File: src/rtl/ram_port_arbiter.sv
// Two-requester round-robin arbiter in front of a single-port synchronous RAM.
// Grants one access per cycle and returns read data with a one-cycle valid strobe.
module ram_port_arbiter #(
  parameter int DATA_WIDTH = 8,
  parameter int ADDR_WIDTH = 8
) (
  input  logic                  clk,
  input  logic                  rst_n,
  input  logic                  a_req,
  input  logic                  a_we,
  input  logic [ADDR_WIDTH-1:0] a_addr,
  input  logic [DATA_WIDTH-1:0] a_wdata,
  output logic                  a_gnt,
  output logic                  a_rvalid,
  output logic [DATA_WIDTH-1:0] a_rdata,
  input  logic                  b_req,
  input  logic                  b_we,
  input  logic [ADDR_WIDTH-1:0] b_addr,
  input  logic [DATA_WIDTH-1:0] b_wdata,
  output logic                  b_gnt,
  output logic                  b_rvalid,
  output logic [DATA_WIDTH-1:0] b_rdata,
  output logic [ADDR_WIDTH-1:0] ram_addr,
  output logic [DATA_WIDTH-1:0] ram_data,
  output logic                  ram_we,
  input  logic [DATA_WIDTH-1:0] ram_q
);

  typedef enum logic {PREF_A = 1'b0, PREF_B = 1'b1} pref_e;

  pref_e r_pref;
  logic  r_a_rvalid;
  logic  r_b_rvalid;
  logic  w_a_win;
  logic  w_b_win;

  // Grants are gated by rst_n so nothing reaches the RAM while reset is held.
  // NOTE: every combinational output gets a default first, so no path leaves it unassigned (no latch).
  always_comb begin
    w_a_win = 1'b0;
    w_b_win = 1'b0;
    if (rst_n) begin
      if (a_req && (!b_req || r_pref == PREF_A)) w_a_win = 1'b1;
      else if (b_req)                            w_b_win = 1'b1;
    end
  end

  always_comb begin
    ram_addr = '0;
    ram_data = '0;
    ram_we   = 1'b0;
    if (w_a_win) begin
      ram_addr = a_addr;
      ram_data = a_wdata;
      ram_we   = a_we;
    end else if (w_b_win) begin
      ram_addr = b_addr;
      ram_data = b_wdata;
      ram_we   = b_we;
    end
  end

  // Pointer favours the loser of each transfer; idle cycles keep it where it is.
  // NOTE: sequential state uses non-blocking assignments so all registers update together at the edge.
  always_ff @(posedge clk or negedge rst_n) begin
    if (!rst_n) begin
      r_pref     <= PREF_A;
      r_a_rvalid <= 1'b0;
      r_b_rvalid <= 1'b0;
    end else begin
      if (w_a_win)      r_pref <= PREF_B;
      else if (w_b_win) r_pref <= PREF_A;
      r_a_rvalid <= w_a_win && !a_we;
      r_b_rvalid <= w_b_win && !b_we;
    end
  end

  assign a_gnt    = w_a_win;
  assign b_gnt    = w_b_win;
  assign a_rvalid = r_a_rvalid;
  assign b_rvalid = r_b_rvalid;
  assign a_rdata  = ram_q;
  assign b_rdata  = ram_q;

endmodule

File: config.mk
export PLATFORM = sky130hd
export DESIGN_NAME = ram_port_arbiter
export DESIGN_NICKNAME = d
export VERILOG_FILES = /design/src/rtl/ram_port_arbiter.sv
export SDC_FILE = /design/constraint.sdc
export NUM_CORES = 1
export LEC_CHECK = 0
export CAP_MARGIN = 20
export CORE_AREA = 2 2 39 41
export CTS_CLUSTER_DIAMETER = 80
export DETAILED_ROUTE_END_ITERATION = 10
export DIE_AREA = 0 0 41 43
export DONT_BUFFER_PORTS = 1
export GPL_ROUTABILITY_DRIVEN = 0
export SLEW_MARGIN = 20
export SYNTH_ARGS = -nofsm -noshare
export SYNTH_HDL_FRONTEND = slang
export SYNTH_SLANG_ARGS = --single-unit
File: constraint.sdc
create_clock -name clk -period 3.5 [get_ports clk]
set_clock_uncertainty 0.05 [all_clocks]
set_input_delay 0.7 -clock clk [delete_from_list [all_inputs] [get_ports clk]]
set_output_delay 0.7 -clock clk [all_outputs]
set_load 0.02 [all_outputs]
==> metrics.cfg <==
[place]
port-buffer-count = 0
hpwl_um = 852.5
placement.setup.worst_slack_ns = 1.303
number_of_cells_after_detailed_placement = 81
dpl_cell_area_um2 = 391.6

[critical_path]
worst-endpoint-arrival_ns = 1.45
ordered_cell_list_for_the_critical_path = inv_1 -> o21ai_4 -> o22ai_1
worstPathMaxFanout = 19
critPathCaptureType = primary output
worst-endpoint-required_ns = 2.75
crit_type = in2out
cell_family_with_most_cp_delay = compound AO/OA/AOI/OAI gates
critical_path.n_buffers_inverters = 1
critPathMaxStageDelay_ns = 0.40
critPathSlowestCell = o21ai_4
setup.worst_path.start_class = input pin

[detailed_routing]
drt_drc_violations_left = 0
detail_route.first_pass.iterations = 4
detailedRoute.firstIterationViolations = 11
dr_total_vias = 502
wl_um = 1165
wire_length_per_cell_um = 13.71
viasPerCell = 5.906
final_antenna_net_count = 0

[global_route]
grt_util_met2_pct = 17.81
initial_antenna_violation_count = 0
global_route_wire_length_before_repair_um = 1428
global_route.usage.met3_pct = 1.571
grt_util_met1_pct = 13.61
grt_start_max_net_pins = 41
grt-ovfl-total = 0
grt_use_total_pct = 11.89
global_route.peak_usage_layer = met2
first_global_vias = 356

[timing]
rsz0062_at_grt = no
post_route_worst_setup_slack_ns = 1.302
layout_worst_path_cycle_share_pct = 62.81
final_hold_viol_count = 0
setup_viol = 0
timing.final.max_slew_violations = 0
slew-limit-headroom_pct = 67.50
max_slew.worst_pin.slew_ns = 0.4857
worst_hold_slack_ns = 0.1115
achievable-frequency_ghz = 0.4549
clock_period_minus_final_worst_setup_slack_ns = 2.198
final.setup.tns_ns = 0

[finish]
finalCoreUtilization_pct = 30.20
layout.cells.most_common_list = nand2_1, o22ai_1, dfrtp_1, clkbuf_4
design.final.nets = 116
layout-area-overhead-vs-synth_pct = -21.23
design_area_um2 = 417.9
antenna_cells = 0
post_route_cells_drive_above_1_share_pct = 7.246
layoutNonFillerInstCount = 85
fillerInstances = 159
layout.cells.most_common = nand2_1

[synth]
synth.ff_latch_count = 3
synth_cells = 87
yosysWarningCount = 0
mappedNetlistNets = 133
synth_sequential_area_ratio_pct = 14.15
syn-cell-area_um2 = 530.5
number_of_different_library_cells_in_the_post_synthesis_netlist = 13
syn-mean-instance-area_um2 = 6.098

[floorplan]
core-area_mm2 = 0.001384
die_area_mm2 = 0.001763
die_width_um = 41
start_util_pct = 38.34
io_pins = 83
num_rows = 14
die_y_um = 43

[hold_path]
worstHoldPathType = in2async

[flow_run]
max_cap_viol_count = 0

[cts]
max-clock-path-buffers = 2
insertion_delay_ns = 0.23
post_cts_buffers = 0
clk_pin_slew_ns = 0.04
cts-htree-levels = 1
holdBufCountCts = 0
cts_tree = built
cts-buffers-inserted = 3
clock_tree.root_cell = clkbuf_4
clock_sink_count = 3
cts_resized = 0

[power]
total_power_mw = 0.1694
maximum_resistive_drop_on_vdd_uv = 72.07
p_leak_nw = 0.1757
power_density_mw_per_mm2 = 405.3

[status]
run_status = completed

registers in the layout, summed over array words and instances, names as in the netlist:
signal,count
b_rvalid,1
a_rvalid,1
r_pref,1
worst paths after layout:
kind                       slack (ns)     endpoint    from  depth (start not counted)
hold reg to reg                  0.53       r_pref  r_pref                          1
setup reg to reg                 2.35     b_rvalid  r_pref                          2
setup / recovery                 1.30  ram_data[3]   a_req                          3
hold / removal                   0.11       r_pref   rst_n                          0
min in group clk                 0.49     b_rvalid    b_we                          1
max in group asynchronous        3.21     a_rvalid   rst_n                          0
worst reg2reg max path: cells and delay by family (launching register included):
family	cells	cell delay [ns]
DFF	1	0.42
AOI/OAI and AO/OA	1	0.44
and+or+nand+nor	1	0.09
final cells by class:
type	count	area, um2	area share (%)
sequential	3	75.07	17.96
clock buffer	4	26.28	6.287
multi-input combinational	60	289.0	69.16
tap	16	20.02	4.790
inverter	2	7.507	1.796
layer usage:
| metal | wire length (um) | vias up | part of all wire, % |
|---|---|---|---|
| met4 | 2 | 0 | 0.17 |
| met2 | 600 | 42 | 52 |
| met5 | 0 | - | 0 |
| met3 | 132 | 2 | 11 |
| met1 | 429 | 217 | 37 |
| li1 | - | 241 | - |
synth_stat cells:
| cell | number | area (um2) |
|---|---|---|
| buf_6 | 1 | 11.26 |
| a31oi_1 | 1 | 6.260 |
| nor2_1 | 2 | 7.510 |
| buf_4 | 17 | 127.6 |
| o21ai_4 | 1 | 16.27 |
| buf_2 | 4 | 20.02 |
| a21oi_1 | 1 | 5.000 |
| nand2_1 | 35 | 131.4 |
| inv_1 | 2 | 7.510 |
| nor3_1 | 2 | 10.01 |
| nand2_2 | 1 | 6.260 |
| dfrtp_1 | 3 | 75.07 |
| o22ai_1 | 17 | 106.4 |
cells by family (layout without fill, tap and decap cells):
family,after synthesis,in the layout,share of synthesized area [%]
buf+inv,24,6,31.37
compound gates,20,20,25.24
simple gates,40,40,29.25
flops,3,3,14.15
report_power, final:
part	switching [mW]	internal, mW	leakage, nW	total, mW
combinational	0.0486	0.0167	0.122	0.0653
clock	0.0181	0.0427	0.0150	0.0609
sequential	0.00506	0.0382	0.0383	0.0432
Note: power is estimated with default switching activity, not from simulation.
